[src/rtl/coin_acceptor.sv]
// Coin-slot front end: synchronises and debounces the quarter/dime sensors, emits one-cycle
// non-overlapping accept pulses, keeps saturating tallies and sticky per-slot jam flags.
module coin_acceptor #(
    parameter int DEBOUNCE = 4,
    parameter int JAM_CYC  = 64,
    parameter int CNT_W    = 8
) (
    input  logic             clk,
    input  logic             rstn,
    input  logic             q_raw,
    input  logic             d_raw,
    output logic             Q_in,
    output logic             D_in,
    output logic [CNT_W-1:0] q_count,
    output logic [CNT_W-1:0] d_count,
    output logic             q_jam,
    output logic             d_jam
);

    localparam int DB_W  = $clog2(DEBOUNCE + 1);
    localparam int JAM_W = $clog2(JAM_CYC + 1);

    typedef enum logic [2:0] {
        IDLE,
        RISE,
        HELD,
        FALL,
        JAMMED
    } chan_state_e;

    function automatic logic [CNT_W-1:0] sat_inc(input logic [CNT_W-1:0] v);
        return (&v) ? v : v + CNT_W'(1);
    endfunction

    // Bit 0 is the quarter slot, bit 1 the dime slot throughout.
    logic [1:0] meta_q;
    logic [1:0] sync_q;
    logic [1:0] acc;
    logic [1:0] jam;

    always_ff @(posedge clk or negedge rstn) begin
        if (!rstn) begin
            meta_q <= '0;
            sync_q <= '0;
        end else begin
            meta_q <= {d_raw, q_raw};
            sync_q <= meta_q;
        end
    end

    for (genvar c = 0; c < 2; c++) begin : g_chan
        chan_state_e      state_q;
        logic [DB_W-1:0]  db_q;
        logic [JAM_W-1:0] jam_cnt_q;
        logic             acc_q;
        logic             jam_q;

        always_ff @(posedge clk or negedge rstn) begin
            if (!rstn) begin
                state_q   <= IDLE;
                db_q      <= '0;
                jam_cnt_q <= '0;
                acc_q     <= 1'b0;
                jam_q     <= 1'b0;
            end else begin
                acc_q <= 1'b0;
                case (state_q)
                    IDLE: begin
                        if (sync_q[c]) begin
                            state_q <= RISE;
                            db_q    <= DB_W'(1);
                        end
                    end
                    RISE: begin
                        if (!sync_q[c]) begin
                            state_q <= IDLE;
                            db_q    <= '0;
                        end else if (db_q == DB_W'(DEBOUNCE - 1)) begin
                            state_q   <= HELD;
                            db_q      <= '0;
                            jam_cnt_q <= '0;
                            acc_q     <= 1'b1;
                        end else begin
                            db_q <= db_q + DB_W'(1);
                        end
                    end
                    HELD: begin
                        if (!sync_q[c]) begin
                            state_q <= FALL;
                            db_q    <= DB_W'(1);
                        end else if (jam_cnt_q == JAM_W'(JAM_CYC - 1)) begin
                            state_q   <= JAMMED;
                            jam_cnt_q <= JAM_W'(JAM_CYC);
                            jam_q     <= 1'b1;
                        end else begin
                            jam_cnt_q <= jam_cnt_q + JAM_W'(1);
                        end
                    end
                    FALL: begin
                        // A short dropout returns to HELD without a new accept;
                        // the jam count keeps running across it.
                        if (sync_q[c]) begin
                            state_q <= HELD;
                            db_q    <= '0;
                        end else if (db_q == DB_W'(DEBOUNCE - 1)) begin
                            state_q   <= IDLE;
                            db_q      <= '0;
                            jam_cnt_q <= '0;
                        end else begin
                            db_q <= db_q + DB_W'(1);
                        end
                    end
                    JAMMED: state_q <= JAMMED;
                    default: begin
                        state_q <= IDLE;
                        db_q    <= '0;
                    end
                endcase
            end
        end

        assign acc[c] = acc_q;
        assign jam[c] = jam_q;
    end

    logic             q_pulse_q;
    logic             d_pulse_q;
    logic             pend_q_q;
    logic             pend_d_q;
    logic [CNT_W-1:0] q_count_q;
    logic [CNT_W-1:0] d_count_q;

    // A pending pulse always goes out first; a colliding fresh accept is parked instead.
    always_ff @(posedge clk or negedge rstn) begin
        if (!rstn) begin
            q_pulse_q <= 1'b0;
            d_pulse_q <= 1'b0;
            pend_q_q  <= 1'b0;
            pend_d_q  <= 1'b0;
            q_count_q <= '0;
            d_count_q <= '0;
        end else begin
            q_pulse_q <= 1'b0;
            d_pulse_q <= 1'b0;
            if (pend_q_q) begin
                q_pulse_q <= 1'b1;
                q_count_q <= sat_inc(q_count_q);
                pend_q_q  <= acc[0];
                pend_d_q  <= pend_d_q | acc[1];
            end else if (pend_d_q) begin
                d_pulse_q <= 1'b1;
                d_count_q <= sat_inc(d_count_q);
                pend_d_q  <= acc[1];
                pend_q_q  <= acc[0];
            end else if (acc[0]) begin
                q_pulse_q <= 1'b1;
                q_count_q <= sat_inc(q_count_q);
                pend_d_q  <= acc[1];
            end else if (acc[1]) begin
                d_pulse_q <= 1'b1;
                d_count_q <= sat_inc(d_count_q);
            end
        end
    end

    assign Q_in    = q_pulse_q;
    assign D_in    = d_pulse_q;
    assign q_count = q_count_q;
    assign d_count = d_count_q;
    assign q_jam   = jam[0];
    assign d_jam   = jam[1];

endmodule

[config.mk]
export PLATFORM = sky130hd
export DESIGN_NAME = coin_acceptor
export DESIGN_NICKNAME = d
export VERILOG_FILES = /design/src/rtl/coin_acceptor.sv
export SDC_FILE = /design/constraint.sdc
export NUM_CORES = 1
export LEC_CHECK = 0
export CAP_MARGIN = 10
export CORE_MARGIN = 2
export CORE_UTILIZATION = 37
export DETAILED_ROUTE_END_ITERATION = 12
export PLACE_DENSITY_LB_ADDON = 0.2
export SYNTH_ARGS = -nofsm -noshare
export SYNTH_HDL_FRONTEND = slang
export SYNTH_SLANG_ARGS = --single-unit
[constraint.sdc]
create_clock -name clk -period 1.6 [get_ports clk]
set_clock_uncertainty 0.1 [all_clocks]
set_input_delay 0.4 -clock clk [delete_from_list [all_inputs] [get_ports clk]]
set_output_delay 0.4 -clock clk [all_outputs]
set_load 0.02 [all_outputs]
==> run_results.csv, run 1 <==
group,metric,value,unit
clocking,cts.reportedPaths.clkPinSlew,0.09,ns
worst_setup_path,crit_family,"simple AND/OR/NAND/NOR gates",
worst_setup_path,startpoint,"g_chan[1].state_q[2]",
hold_path,hold_class,"register to register",
worst_setup_path,critical_path_class,"register to register",
worst_setup_path,crit_buf_inv,0,
worst_setup_path,worstPathMaxFanout,3,
routing,dr.first_iter.drc_count,109,
power,p_leak,1.705,nW
place,dpl_cell_area,3386,um^2
timing,hold_viol_final,0,
floorplanning,dieArea,7972,um^2
routing,vias,2255,
clocking,ctsLongestPathBuffers,2,
place,pre_cts_ws,-0.08585,ns
global_routing,overflow,0,
floorplanning,io_pins,24,
timing,fmax,604.5,MHz
synth,ys_warn_count,0,
timing,final.period_utilization,1.034,
routing,drtAntennaViolNets,0,
clocking,htree_levels,2,
status,violations,"setup timing",
place,hpwl,3993,um
finish,fin_nets,351,
floorplanning,die_y,89.29,um
worst_setup_path,critPathArrivalTime,1.80,ns
timing,postLayoutSetupSlackWorst,-0.05429,ns
finish,design_area,3752,um^2
synth,netlist_area,2691,um^2
finish,drive_gt1_frac,0.3363,
routing,viasPerCell,5.113,
finish,num-fill-cells,704,
finish,area_growth,39.42,%
global_routing,first_global_vias,2090,
synth,yosysSeqAreaShare,0.5021,
worst_setup_path,cp-start-kind,"register",
synth,synth_enable_flop_cells,0,
hold_path,worstHoldStart,"meta_q[1]",
worst_setup_path,critPathRequiredTime,1.75,ns
routing,wirelength,5903,um
synth,ys_async_sr_fraction,1.000,
timing,setup_viol,2,
synth,synthesis.nets,276,
finish,n_antenna_cell,0,
power,p_total,4.522,mW
synth,yosysUniqueCellTypes,51,
worst_setup_path,path_cells,"or3b_4 > or4_4 > nor3_2 > a211o_1",
timing,slew_violations,0,
flow_run,maxCapViolations,0,
global_routing,antenna_found_initial,0,
worst_setup_path,crit_slowest_cell,"or4_4",
global_routing,grt.total_usage,0.1491,
clocking,cts_made_buffers,5,
floorplanning,initial_utilization,0.3771,
status,status,"finished, violations left",
power,p_per_area,1205,nW/um^2
place,port_buffers,23,
floorplanning,core.rowCount,31,
power,peakVddDrop,501.9,uV
timing,setup_tns,-0.07943,ns
timing,min_period,1.654,ns
floorplanning,die_w,89.29,um
timing,slew_headroom,0.7830,
synth,ys_ff_latch,54,
clocking,cts_tree,"built",
global_routing,grt_max_degree,45,
routing,drt_first_pass_iters,4,
worst_setup_path,critPathMaxStageDelay,0.49,ns
synth,synth_area_per_cell,10.12,um^2
global_routing,grt_pass1_wl,9370,um
timing,tightest_slew,0.3248,ns
synth,synthCells,266,
worst_setup_path,end_kind,"register",
worst_setup_path,regToRegStartpoint,"g_chan[1].state_q[2]",
routing,drc_errors,0,
routing,routedWlPerCell,13.39,um
timing,rsz0062_at_grt,"true",
synth,synth_flop_cell,"dfrtp_1",
floorplanning,coreArea,7137,um^2
finish,final_util,0.5258,
clocking,clock-sinks,54,
clocking,root_buffer,"clkbuf_8",
clocking,clk_latency,0.30,ns
place,place.gp.congestion,0.8478,
-- state kept, by name, indices dropped and copies added (netlist names), 2 cells and up --
register and count:
g_chan.state_q 6, g_chan.db_q 6, g_chan.jam_cnt_q 14, d_count 8, q_count 8, sync_q 2, g_chan.acc_q 2, meta_q 2
-- final cells by class --
| class | count | area (um^2) | share of cell area |
|---|---|---|---|
| Clock buffer | 5 | 68.82 | 0.01834 |
| Tap cell | 99 | 123.9 | 0.03301 |
| Timing Repair Buffer | 76 | 648.1 | 0.1727 |
| Sequential cell | 54 | 1356 | 0.3615 |
| Multi-Input combinational cell | 195 | 1479 | 0.3941 |
| Inverter | 9 | 36.28 | 0.009670 |
| Clock inverter | 3 | 40.04 | 0.01067 |
-- power by group --
group | switching, mW | internal [mW] | total [mW]
Clock | 0.439 | 0.461 | 0.900
Combinational | 0.872 | 0.991 | 1.86
Sequential | 0.189 | 1.57 | 1.76
-- layout by cell type, fill, tap and decap left out, types with 4 or more instances in the layout --
cell / instances
a21oi_1: 17
a31oi_1: 6
and2_1: 7
buf_4: 44
buf_6: 6
clkbuf_8: 5
clkdlybuf4s15_1: 6
dfrtp_1: 50
dfrtp_2: 4
dlygate4sd2_1: 12
ha_2: 4
inv_1: 8
mux2_2: 5
nand2_1: 15
nand2b_1: 9
nand3_1: 12
nand4_1: 5
nor2_1: 11
nor2b_1: 7
o21a_1: 4
o21ai_0: 7
o21ai_1: 5
o21ai_2: 4
xnor2_1: 6
-- synthesized netlist by cell type (2+ instances only) --
cell	instances	area (um^2)
dfrtp_1	54	1351
a21oi_1	22	110.1
nand2_1	17	63.81
o21ai_0	16	80.08
nand3_1	13	65.06
nor2_1	11	41.29
nor2b_1	10	62.56
inv_1	9	33.78
nand2b_1	9	56.30
and2_1	8	50.05
a31oi_1	7	43.79
clkbuf_1	6	22.52
ha_1	6	75.07
xnor2_1	6	52.55
mux2_2	5	56.30
nand4_1	5	31.28
o31ai_1	5	37.54
o21a_1	4	30.03
xor2_1	4	35.03
mux2i_1	3	30.03
nand3b_1	3	22.52
nor3_1	3	15.01
nor3b_1	3	22.52
a211o_1	2	17.52
a211oi_1	2	15.01
a22o_1	2	17.52
a41oi_1	2	17.52
and3_1	2	12.51
and3b_1	2	17.52
and4_1	2	17.52
o22ai_1	2	12.51
or3b_2	2	17.52
-- per-stage QoR --
step,hold WS (ns),cells
global route,0.2781,441
CTS,0.2682,434
finish,0.2647,441
floorplan,0.004409,266
detailed placement,0.1950,426
global placement,0.1926,426
-- per-layer routing --
layer | GRT usage | wire length (um) | up-vias
met5 | 0 | 0 | -
met4 | 0.04206 | 93 | 0
met3 | 0.03047 | 159 | 8
met2 | 0.2519 | 2953 | 30
met1 | 0.1940 | 2696 | 1104
li1 | - | - | 1113
-- repair_timing --
action / CTS / global route
pin swaps: 4 / 16
setup buffers: 0 / 7
hold buffers: 1 / 0
gates resized for setup: 41 / 55
setup endpoints to repair: 36 / 31
endpoints found under the hold margin: 10 / 0
-- worst paths after layout --
check | endpoint | slack, ns | depth (start not counted)
max | g_chan[1].jam_cnt_q[5] | -0.05 | 4
min | sync_q[1] | 0.26 | 0
max reg2reg | g_chan[1].jam_cnt_q[5] | -0.05 | 4
min reg2reg | sync_q[1] | 0.26 | 0
max in group asynchronous | sync_q[1] | 0.47 | 3
min in group asynchronous | g_chan[0].state_q[2] | 0.40 | 2
-- cells by family (layout without fill, tap and decap cells) --
logic type                 Yosys count  in the layout  synth area share
xor gates and xnor gates            10             10           0.03254
adders and majority gates            6              6           0.02789
AOI/OAI and AO/OA                   71             71            0.1641
buffers and inverters               17             93           0.02557
and+or+nand+nor                    100            100            0.2157
muxes                                8              8           0.03208
DFF                                 54             54            0.5021
No activity file was read; power rests on OpenSTA's default activity.
==> run 2: changes to the inputs <==
==> constraint.sdc (replaced) <==
create_clock -name clk -period 1.6 [get_ports clk]
set_clock_uncertainty 0.1 [all_clocks]
set_input_delay 0.32 -clock clk [delete_from_list [all_inputs] [get_ports clk]]
set_output_delay 0.32 -clock clk [all_outputs]
set_load 0.02 [all_outputs]
==> run_results.csv, run 2 (synthesis results as in run 1) <==
group,metric,value,unit
worst_setup_path,critPathArrivalTime,1.81,ns
status,status,"finished, violations left",
clocking,clk_latency,0.31,ns
routing,vias,2215,
place,dp_cells,424,
finish,largest_reg_flops,14,
place,hpwl,4024,um
routing,drc_errors,0,
timing,rsz0062_at_grt,"true",
finish,design_area,3722,um^2
worst_setup_path,critical_path_class,"register to register",
global_routing,grt_pass1_wl,9660,um
finish,final_util,0.5216,
clocking,cts_made_buffers,5,
finish,fin_nets,348,
power,p_total,4.548,mW
timing,fmax,605.2,MHz
place,dpl_cell_area,3371,um^2
timing,tightest_slew,0.4196,ns
floorplanning,core.rowCount,31,
clocking,clock-sinks,54,
timing,min_period,1.652,ns
global_routing,grt_max_degree,27,
floorplanning,die_y,89.29,um
routing,dr.first_iter.drc_count,83,
floorplanning,io_pins,24,
floorplanning,coreArea,7137,um^2
routing,wirelength,5622,um
status,violations,"setup timing",
finish,layout_commonest_cell,"dfrtp_1",
floorplanning,initial_utilization,0.3771,
clocking,root_buffer,"clkbuf_8",
worst_setup_path,worstPathMaxFanout,4,
worst_setup_path,critPathRequiredTime,1.76,ns
timing,fin_worst_hold_slack,0.2633,ns
finish,num-fill-cells,696,
finish,drive_gt1_frac,0.3156,
routing,viasPerCell,5.057,
worst_setup_path,regToRegSetupSlack,-0.05,ns
global_routing,met2_usage,0.2505,
finish,layout_common_cells,"dfrtp_1 (51), buf_4 (43), dlygate4sd2_1 (20)",
global_routing,antenna_found_initial,0,
clocking,cts_tree,"built",
floorplanning,dieArea,7972,um^2
finish,largest_register,"g_chan.jam_cnt_q",
clocking,htree_levels,2,
timing,setup_tns,-0.05799,ns
finish,n_antenna_cell,0,
timing,slew_violations,0,
timing,postLayoutSetupSlackWorst,-0.05240,ns
worst_setup_path,end_kind,"register",
timing,final.period_utilization,1.033,
global_routing,overflow,0,
clocking,cts.reportedPaths.clkPinSlew,0.10,ns
hold_path,hold_class,"register to register",
clocking,ctsLongestPathBuffers,2,
global_routing,grtUsageMet1,0.2090,
power,p_per_area,1222,nW/um^2
global_routing,use_met3,0.03047,
global_routing,busiest_layer,"met2",
routing,drtAntennaViolNets,0,
routing,drt_first_pass_iters,4,
flow_run,maxCapViolations,0,
timing,slew_headroom,0.7203,
floorplanning,die_w,89.29,um
power,p_leak,1.695,nW
timing,hold_viol_final,0,
global_routing,first_global_vias,2105,
finish,stdcell_count,438,
global_routing,grt.total_usage,0.1538,
routing,routedWlPerCell,12.84,um
worst_setup_path,cp-start-kind,"register",
power,peakVddDrop,408.5,uV
finish,area_growth,38.31,%
place,port_buffers,23,
place,pre_cts_ws,-0.1034,ns
timing,setup_viol,2,
place,place.gp.congestion,0.8241,
run 2: where the power goes:
group	total [mW]	switching [mW]	internal [mW]
clock network	0.923	0.457	0.466
registers	1.76	0.187	1.57
logic	1.87	0.871	0.997
run 2: timing repair:
action                     in CTS  in global routing
setup endpoints to repair      36                 22
hold endpoints to repair       16                  0
buffers inserted                1                  4
gates resized for setup        44                 35
hold buffers                    1                  0
pin swaps                       4                 11
run 2: metal layers:
layer | vias up | part of all wire
li1 | 1103 | -
met3 | 6 | 0.029
met1 | 1077 | 0.47
met4 | 0 | 0.011
met5 | - | 0
met2 | 29 | 0.49
run 2: final cells by class:
type                       count  area (um^2)  area share
tap                           99        123.9     0.03328
sequential                    54         1355      0.3640
clock buffer                   5        68.82     0.01849
inverter                       9        33.78    0.009076
multi-input combinational    195         1478      0.3970
clock inverter                 3        45.04     0.01210
timing repair buffer          73        618.1      0.1661
run 2: final timing paths:
kind	startpoint	endpoint	cells after the start
setup / recovery	g_chan[1].state_q[2]	g_chan[1].jam_cnt_q[5]	4
setup reg to reg	g_chan[1].state_q[2]	g_chan[1].jam_cnt_q[5]	4
max in group asynchronous	rstn	g_chan[0].state_q[0]	3
hold / removal	meta_q[0]	sync_q[0]	0
hold reg to reg	meta_q[0]	sync_q[0]	0
min in group asynchronous	rstn	d_count[4]	2
run 2: critical path: stages, from the launching register on:
cell,delay [ns]
dfrtp_1,0.39
or3b_4,0.41
or4_4,0.48
nor3_2,0.11
a211o_1,0.11
